<file path="src/rtl/apb_reg_slave.sv">
// APB register-file slave: word-aligned decode into numRegs registers,
// byte-strobed writes, fixed wait-state insertion and error responses.
// Register 0 is a read-only ID constant; all contents are exported flat on regOut.
module apb_reg_slave #(
  parameter int                   dataWidth  = 32,
  parameter int                   addrWidth  = 32,
  parameter int                   numRegs    = 16,
  parameter int                   waitStates = 2,
  parameter logic [dataWidth-1:0] idValue    = 32'hA7B0_0001
) (
  input  logic                          clk,
  input  logic                          rst,
  input  logic                          psel,
  input  logic                          penable,
  input  logic                          pwrite,
  input  logic [addrWidth-1:0]          paddr,
  input  logic [dataWidth-1:0]          pwdata,
  input  logic [dataWidth/8-1:0]        pstrb,
  output logic [dataWidth-1:0]          prdata,
  output logic                          pready,
  output logic                          pslverr,
  output logic [numRegs*dataWidth-1:0]  regOut
);

  localparam int strbWidth = dataWidth / 8;
  localparam int idxWidth  = $clog2(numRegs);

  localparam logic [1:0] IDLE = 2'd0;
  localparam logic [1:0] WAIT = 2'd1;
  localparam logic [1:0] RESP = 2'd2;

  logic [1:0]           state_reg, state_next;
  logic [3:0]           cnt_reg;
  logic [addrWidth-1:0] cap_addr_reg;
  logic                 cap_write_reg;
  logic [dataWidth-1:0] cap_wdata_reg;
  logic [strbWidth-1:0] cap_strb_reg;
  logic [dataWidth-1:0] prdata_reg;
  logic                 pslverr_reg;

  logic                 setup;
  logic [addrWidth-1:0] dec_addr;
  logic                 dec_write;
  logic [idxWidth-1:0]  dec_idx;
  logic                 dec_err;
  logic [dataWidth-1:0] rd_data;
  logic                 commit;

  assign setup = psel & ~penable;

  // In IDLE the setup phase is being sampled this cycle, so decode the live
  // bus; afterwards decode the copy captured at the setup edge.
  assign dec_addr  = (state_reg == IDLE) ? paddr  : cap_addr_reg;
  assign dec_write = (state_reg == IDLE) ? pwrite : cap_write_reg;
  assign dec_idx   = dec_addr[2 +: idxWidth];

  // Error decode: misaligned, bits above the index field, nonexistent index, or ID write.
  always_comb begin
    dec_err = 1'b0;
    if (dec_addr[1:0] != 2'b00)                    dec_err = 1'b1;
    if ((dec_addr >> (2 + idxWidth)) != '0)        dec_err = 1'b1;
    if (int'(dec_idx) >= numRegs)                  dec_err = 1'b1;
    if (dec_write && (dec_idx == '0))              dec_err = 1'b1;
  end

  // Read mux over the flat register image; errors and writes return zero.
  always_comb begin
    rd_data = '0;
    if (!dec_err && !dec_write) begin
      for (int i = 0; i < numRegs; i++) begin
        if (dec_idx == idxWidth'(i)) rd_data = regOut[i*dataWidth +: dataWidth];
      end
    end
  end

  // Commit only at the edge ending RESP with the master still holding a write access.
  assign commit = (state_reg == RESP) && psel && penable && pwrite && cap_write_reg && !dec_err;

  // Next-state logic; dropping psel mid-transfer aborts back to IDLE.
  always_comb begin
    state_next = state_reg;
    case (state_reg)
      IDLE: if (setup) state_next = (waitStates == 0) ? RESP : WAIT;
      WAIT: begin
        if (!psel)                 state_next = IDLE;
        else if (cnt_reg == 4'd1)  state_next = RESP;
      end
      RESP:    state_next = IDLE;
      default: state_next = IDLE;
    endcase
  end

  // State register and wait-state counter.
  always_ff @(posedge clk or negedge rst) begin
    if (!rst) begin
      state_reg <= IDLE;
      cnt_reg   <= 4'd0;
    end else begin
      state_reg <= state_next;
      if (state_reg == IDLE && setup)      cnt_reg <= 4'(waitStates);
      else if (state_reg == WAIT && psel)  cnt_reg <= cnt_reg - 4'd1;
    end
  end

  // Capture the request at the setup edge so later bus changes are ignored.
  always_ff @(posedge clk or negedge rst) begin
    if (!rst) begin
      cap_addr_reg  <= '0;
      cap_write_reg <= 1'b0;
      cap_wdata_reg <= '0;
      cap_strb_reg  <= '0;
    end else if (state_reg == IDLE && setup) begin
      cap_addr_reg  <= paddr;
      cap_write_reg <= pwrite;
      cap_wdata_reg <= pwdata;
      cap_strb_reg  <= pstrb;
    end
  end

  // Response data is registered on entry to RESP and held at zero otherwise.
  always_ff @(posedge clk or negedge rst) begin
    if (!rst) begin
      prdata_reg  <= '0;
      pslverr_reg <= 1'b0;
    end else if (state_next == RESP) begin
      prdata_reg  <= rd_data;
      pslverr_reg <= dec_err;
    end else begin
      prdata_reg  <= '0;
      pslverr_reg <= 1'b0;
    end
  end

  assign pready  = (state_reg == RESP);
  assign prdata  = prdata_reg;
  assign pslverr = pslverr_reg;

  genvar gi;
  generate
    for (gi = 0; gi < numRegs; gi++) begin : g_reg
      if (gi == 0) begin : g_id
        assign regOut[0 +: dataWidth] = idValue;
      end else begin : g_rw
        logic [dataWidth-1:0] value_reg;

        // Byte-strobed register update at the commit edge.
        always_ff @(posedge clk or negedge rst) begin
          if (!rst) begin
            value_reg <= '0;
          end else if (commit && (cap_addr_reg[2 +: idxWidth] == idxWidth'(gi))) begin
            for (int b = 0; b < strbWidth; b++) begin
              if (cap_strb_reg[b]) value_reg[b*8 +: 8] <= cap_wdata_reg[b*8 +: 8];
            end
          end
        end

        assign regOut[gi*dataWidth +: dataWidth] = value_reg;
      end
    end
  endgenerate

endmodule

</file>
<file path="config.mk">
export PLATFORM = sky130hd
export DESIGN_NAME = apb_reg_slave
export DESIGN_NICKNAME = d
export VERILOG_FILES = /design/src/rtl/apb_reg_slave.sv
export SDC_FILE = /design/constraint.sdc
export NUM_CORES = 1
export LEC_CHECK = 0
export CORE_MARGIN = 2
export CORE_UTILIZATION = 30
export CTS_BUF_LIST = sky130_fd_sc_hd__clkbuf_8
export CTS_CLUSTER_DIAMETER = 200
export CTS_CLUSTER_SIZE = 10
export DETAILED_ROUTE_END_ITERATION = 6
export HOLD_SLACK_MARGIN = 0.02
export PLACE_DENSITY = 0.54
export SLEW_MARGIN = 30
export SYNTH_ARGS = -nofsm -noshare
export SYNTH_HDL_FRONTEND = slang
export SYNTH_SLANG_ARGS = --single-unit
</file>
<file path="constraint.sdc">
create_clock -name clk -period 6.5 [get_ports clk]
set_clock_uncertainty 0.2 [all_clocks]
set_input_delay 1.625 -clock clk [delete_from_list [all_inputs] [get_ports clk]]
set_output_delay 1.625 -clock clk [all_outputs]
set_load 0.1 [all_outputs]
</file>
Yosys cells after proc, flatten, opt, wreduce, memory -nomap -nowiden
Index checks and enable logic that the tools add are counted.
{"block": "word_totals", "regBits": 588, "out_inout_bits": 546, "wordCells": 226}
{"block": "op_classes", "add_sub_neg": 1, "eq_ne": 34, "muxes": 30, "bitwise_logic": 2, "n_reduce_logical": 91}
{"cell": "32-bit 2-to-1 mux", "n": 19}
{"cell": "2-bit AND reduction", "n": 60}
{"cell": "4-bit equality test, second input constant", "n": 16}
{"cell": "4-bit by 3-bit equality test with 1-bit output, second input constant", "n": 8}
{"cell": "32-bit nonzero test", "n": 1}
{"cell": "1-bit logical AND", "n": 24}
{"cell": "4-bit by 2-bit equality test with 1-bit output, second input constant", "n": 4}
{"cell": "4-bit by 1-bit equality test with 1-bit output, second input constant", "n": 3}
{"cell": "4-bit 2-to-1 mux", "n": 2}
{"cell": "2-bit 2-to-1 mux", "n": 3}
{"cell": "1-bit 2-to-1 mux", "n": 5}
{"cell": "2-bit equality test, second input constant", "n": 2}
{"cell": "4-bit zero test", "n": 1}
{"cell": "2-bit case mux with 2 select lines", "n": 1}
{"cell": "2-bit nonzero test", "n": 2}
{"cell": "4-bit by 1-bit subtractor with 4-bit output, second input constant", "n": 1}
{"cell": "2-bit by 1-bit equality test with 1-bit output, second input constant", "n": 1}
{"cell": "1-bit zero test", "n": 2}
{"cell": "2-bit zero test", "n": 1}
{"cell": "1-bit bitwise AND", "n": 1}
{"cell": "1-bit inverter", "n": 1}

Depth between registers and ports, before layout
{"block": "logic_depth", "ltp_word": 21, "depth_mapped": 11}

Worst setup path before layout
OpenSTA, ideal clock, no wires.
{"block": "synth_path", "path_type": "input-to-reg", "start": "input paddr[3]", "end": "register prdata_reg[30] (netlist: prdata[30])", "arrival_time_ps": 3482, "required_time_ps": 6189, "setup_slack_ps": 2707, "stages": 10, "path_cell_list": "buf_6 -> or4b_1 -> o21a_1 -> buf_6 -> nor2_4 -> buf_4 -> a21oi_1 -> a21oi_1 -> o221ai_1 -> a2111oi_2"}
{"block": "synth_between", "elab_chain_len": 19}
{"element": "from (decl)", "line_no": "16", "text": "input logic [addrWidth-1:0] paddr,"}
{"element": "32-bit 2-to-1 mux (*)", "line_no": "53", "text": "assign dec_addr = (state_reg == IDLE) ? paddr : cap_addr_reg;"}
{"element": "4-bit by 1-bit equality test with 1-bit output", "line_no": "71", "text": "if (dec_idx == idxWidth'(i)) rd_data = regOut[i*dataWidth +: dataWidth];"}
{"element": "32-bit 2-to-1 mux (15 in series)", "line_no": "71"}
{"element": "32-bit 2-to-1 mux (*)", "line_no": "69", "text": "if (!dec_err && !dec_write) begin"}
{"element": "32-bit 2-to-1 mux (*)", "line_no": "125", "text": "end else if (state_next == RESP) begin"}
{"element": "to (signal assigned)", "line_no": "126", "text": "prdata_reg <= rd_data;"}
{"element": "to (decl)", "line_no": "38", "text": "logic [dataWidth-1:0] prdata_reg;"}
Mark *: on every way between the ends. The rest lies on a longest branch, timed or not.
A chain may end at the register's enable or synchronous reset.

Worst setup path in the final report
{"block": "layout_path", "start": "input paddr[2]", "end": "register prdata_reg[15] (netlist: prdata[15])"}
Same word-level chain as after synthesis.

==> out/qor.yml <==
cts:
  cts_root_buf: "sky130_fd_sc_hd__clkbuf_8"
  cts_hold_repair.buffers: 0
  cts-root-to-sink-buffers: 3
  cts_setup_buffers: 0
  cts_sinks: 588
  cts_repair_resize_count: 0
  cts-htree-levels: 3
  cts-buffers-inserted: 68
  tritoncts: "built"
  path_clk_slew_ns: 0.07
  clkLatencyLatePin_ns: 0.70
place:
  hpwl_um: 93000
  port_buffers: 586
  gpl.final_weighted_congestion: 0.888
yosys:
  synth_top_area_cell: "sky130_fd_sc_hd__dfrtp_1"
  register_bit_total_from_synthesis: 588
  synth_cells: 1994
  syn_avg_cell_area_um2: 13.7
  yosys.cell_types.count: 87
  post_synth_main_area_contributors: "sky130_fd_sc_hd__dfrtp_1, sky130_fd_sc_hd__mux2_2, sky130_fd_sc_hd__nand4_4"
  synth_enable_flop_cells: 0
  synth_largest_type_area_fraction_pct: 53.7
  synth.cell_area_um2: 27400
  postSynth.topFlopCell: "sky130_fd_sc_hd__dfrtp_1"
  async_reset_ff_share_pct: 100
  synth-seq-area-share_pct: 53.7
  ys.warnings.count: 0
  synth_commonest_cells: "sky130_fd_sc_hd__dfrtp_1, sky130_fd_sc_hd__mux2_2, sky130_fd_sc_hd__nand2_1"
  synth_most_common_cell: "sky130_fd_sc_hd__dfrtp_1"
setup_path:
  cpPeakStageDelay_ns: 0.91
  critical_path.n_buffers_inverters: 1
  critical_path.max_fanout: 19
  crit-reg2reg-launch: "state_reg[0]"
  rrSetupSlack_ns: 2.48
  cp_slowest_cell: "sky130_fd_sc_hd__nor2_4"
  setup.worst_path.class: "in -> reg"
  reg2reg_depth: 7
  crit_path_end_kind: "flop"
  cp.required_ns: 6.87
  crit-reg2reg-capture: "prdata[23]"
  cp_data_arrival_time_ns: 5.06
  cp_most_frequent_cell: "sky130_fd_sc_hd__a221o_1"
  timing.critical_path.max_delay_family: "simple AND/OR/NAND/NOR gates"
  critical_path.cell_chain: "clkdlybuf4s50_1, or4b_1, o21a_1, nor2_4, a221o_1, a221o_1, o21ai_0, a2111oi_2"
  startpoint_type: "input pin"
global_route:
  largest_net_degree_at_the_start_of_global_routing: 163
  grt_first_pass_wirelength_um: 179000
  number_of_global_route_vias_before_repair: 22100
  overflow: 0
  number_of_antenna_violations_at_the_first_check_in_global_routing: 5
  grt_use_total_pct: 27.1
route:
  vias_per_cell: 5.66
  post_drt_wl_per_cell_um: 34.5
  vias: 21300
  detail_route.drc_violations: 0
  antenna_violating_nets_post_route: 0
  drt_pre_antenna_iters: 6
  dr.first_iter.drc_count: 1910
  total_wirelength_of_the_detailed_routed_design_um: 130000
sta:
  number_of_hold_slack_violations_in_the_final_timing_report: 0
  timing.final.max_slew_violations: 0
  finalCritPeriodShare_pct: 72.1
  max_slew_margin_pct: 29.7
  final-setup-viol-count: 0
  grt_setup_unrepaired: "false"
  fin_tns_setup_ns: 0
  timing.final.crit_period_ns: 4.68
  maxClockFrequency_ghz: 0.213
  hold-worst-slack_ns: 0.313
  timing_worst_slew_pin_value_ns: 1.05
pwr:
  power.leakage_nw: 16.3
  finalPower_mw: 8.17
  power.density_nw_per_um2: 234
  worst_vdd_rail_ir_drop_uv: 133
worst_hold_path:
  hold_path_depth: 1
  whs_endpoint: "cap_addr_reg[26]"
  timing.hold.worst.class: "reg -> reg"
  worstHoldStart: "cap_addr_reg[26]"
die:
  die_w_um: 306
  design.core.area_um2: 90300
  design.portCount: 619
  floorplan.initialDensity_pct: 30.4
  num_rows: 110
  floorplan.die.height_um: 306
  die_area_um2: 93800
final_layout:
  area_growth_pct: 27.2
  final_core_util_pct: 38.6
  layout-drive-gt1-share_pct: 35.2
  number_of_flip_flops_under_the_largest_register_name: 480
  num-nets-final: 2662
run:
  timing.max_cap.violations: 0
run_status:
  run_status: "completed"
cell type report:
cell class / instances / area (um^2)
clock buffer: 71 / 977
fill: 8683 / 55400
clock inverter: 5 / 38.8
inverter: 5 / 18.8
multi-input combinational: 1269 / 11900
timing repair buffer: 655 / 5710
tap: 1176 / 1470
antenna: 3 / 7.51
sequential: 588 / 14700
worst reg2reg max path, stage by stage (launching register included):
cell                       delay, ns
sky130_fd_sc_hd__dfrtp_1        0.61
sky130_fd_sc_hd__or2_1          0.59
sky130_fd_sc_hd__o21ai_2        0.76
sky130_fd_sc_hd__nand2_1        0.85
sky130_fd_sc_hd__o21ai_0        0.46
sky130_fd_sc_hd__nor2_1         0.09
sky130_fd_sc_hd__a221oi_1       0.21
sky130_fd_sc_hd__a21oi_1        0.11
cell usage in the layout, fill, tap and decap left out, drive strengths merged, types with 18 or more instances in the layout:
cell	netlist	routed
conb	2	32
mux2	553	553
o211ai	18	18
mux2i	22	22
nor2	54	54
clkbuf	59	71
a221oi	30	30
dfrtp	588	588
buf	103	224
o21ai	64	64
a22oi	44	44
o221ai	30	30
o22ai	25	25
a21oi	57	57
clkdlybuf4s50	0	431
nand2	75	75
nand4	70	70
nor4	18	18
routing by layer:
layer / global-route usage, % / vias to the layer above / part of all wire [%]
met2: 46.1 / 1039 / 49
met5: 0 / - / 0.0077
met3: 6.32 / 278 / 7.7
met4: 10.6 / 2 / 4.1
met1: 33.2 / 11300 / 39
li1: - / 8691 / -
per-stage QoR:
step,cells,setup WS (ns),instance area [um^2]
detailed placement,3692,1.12,33900
finish,3772,1.82,34900
CTS,3768,1.87,34900
global placement,3692,1.29,34600
global route,3771,1.74,34900
floorplan,2024,2.71,27500
power breakdown:
part           switching, mW  total [mW]  internal [mW]
combinational           1.14        1.62          0.480
clock                   1.37        2.35          0.981
sequential             0.401        4.20           3.80
total                   2.91        8.17           5.26
worst max-delay path by stage:
stage,start,end,slack (ns),depth (start not counted)
after global placement,paddr[2],prdata[9],1.29,9
after detailed placement,paddr[2],prdata[15],1.12,8
after global routing,paddr[2],prdata[15],1.74,8
after CTS,paddr[2],prdata[15],1.87,8
after floorplan,paddr[3],prdata[30],2.71,10
final,paddr[2],prdata[15],1.82,8
cells by family (layout without fill, tap and decap cells):
kind of cell    after synthesis  in the layout  share of synthesized area, %
mux                         575            575                          23.6
other cells                   2             35                        0.0274
compound gates              371            371                          9.81
simple gates                287            287                          9.09
buf+inv                     167            736                          3.62
fa+ha+maj                     2              2                        0.0913
xor+xnor                      2              2                        0.0639
flops                       588            588                          53.7
(Power assumes the default switching activity.)
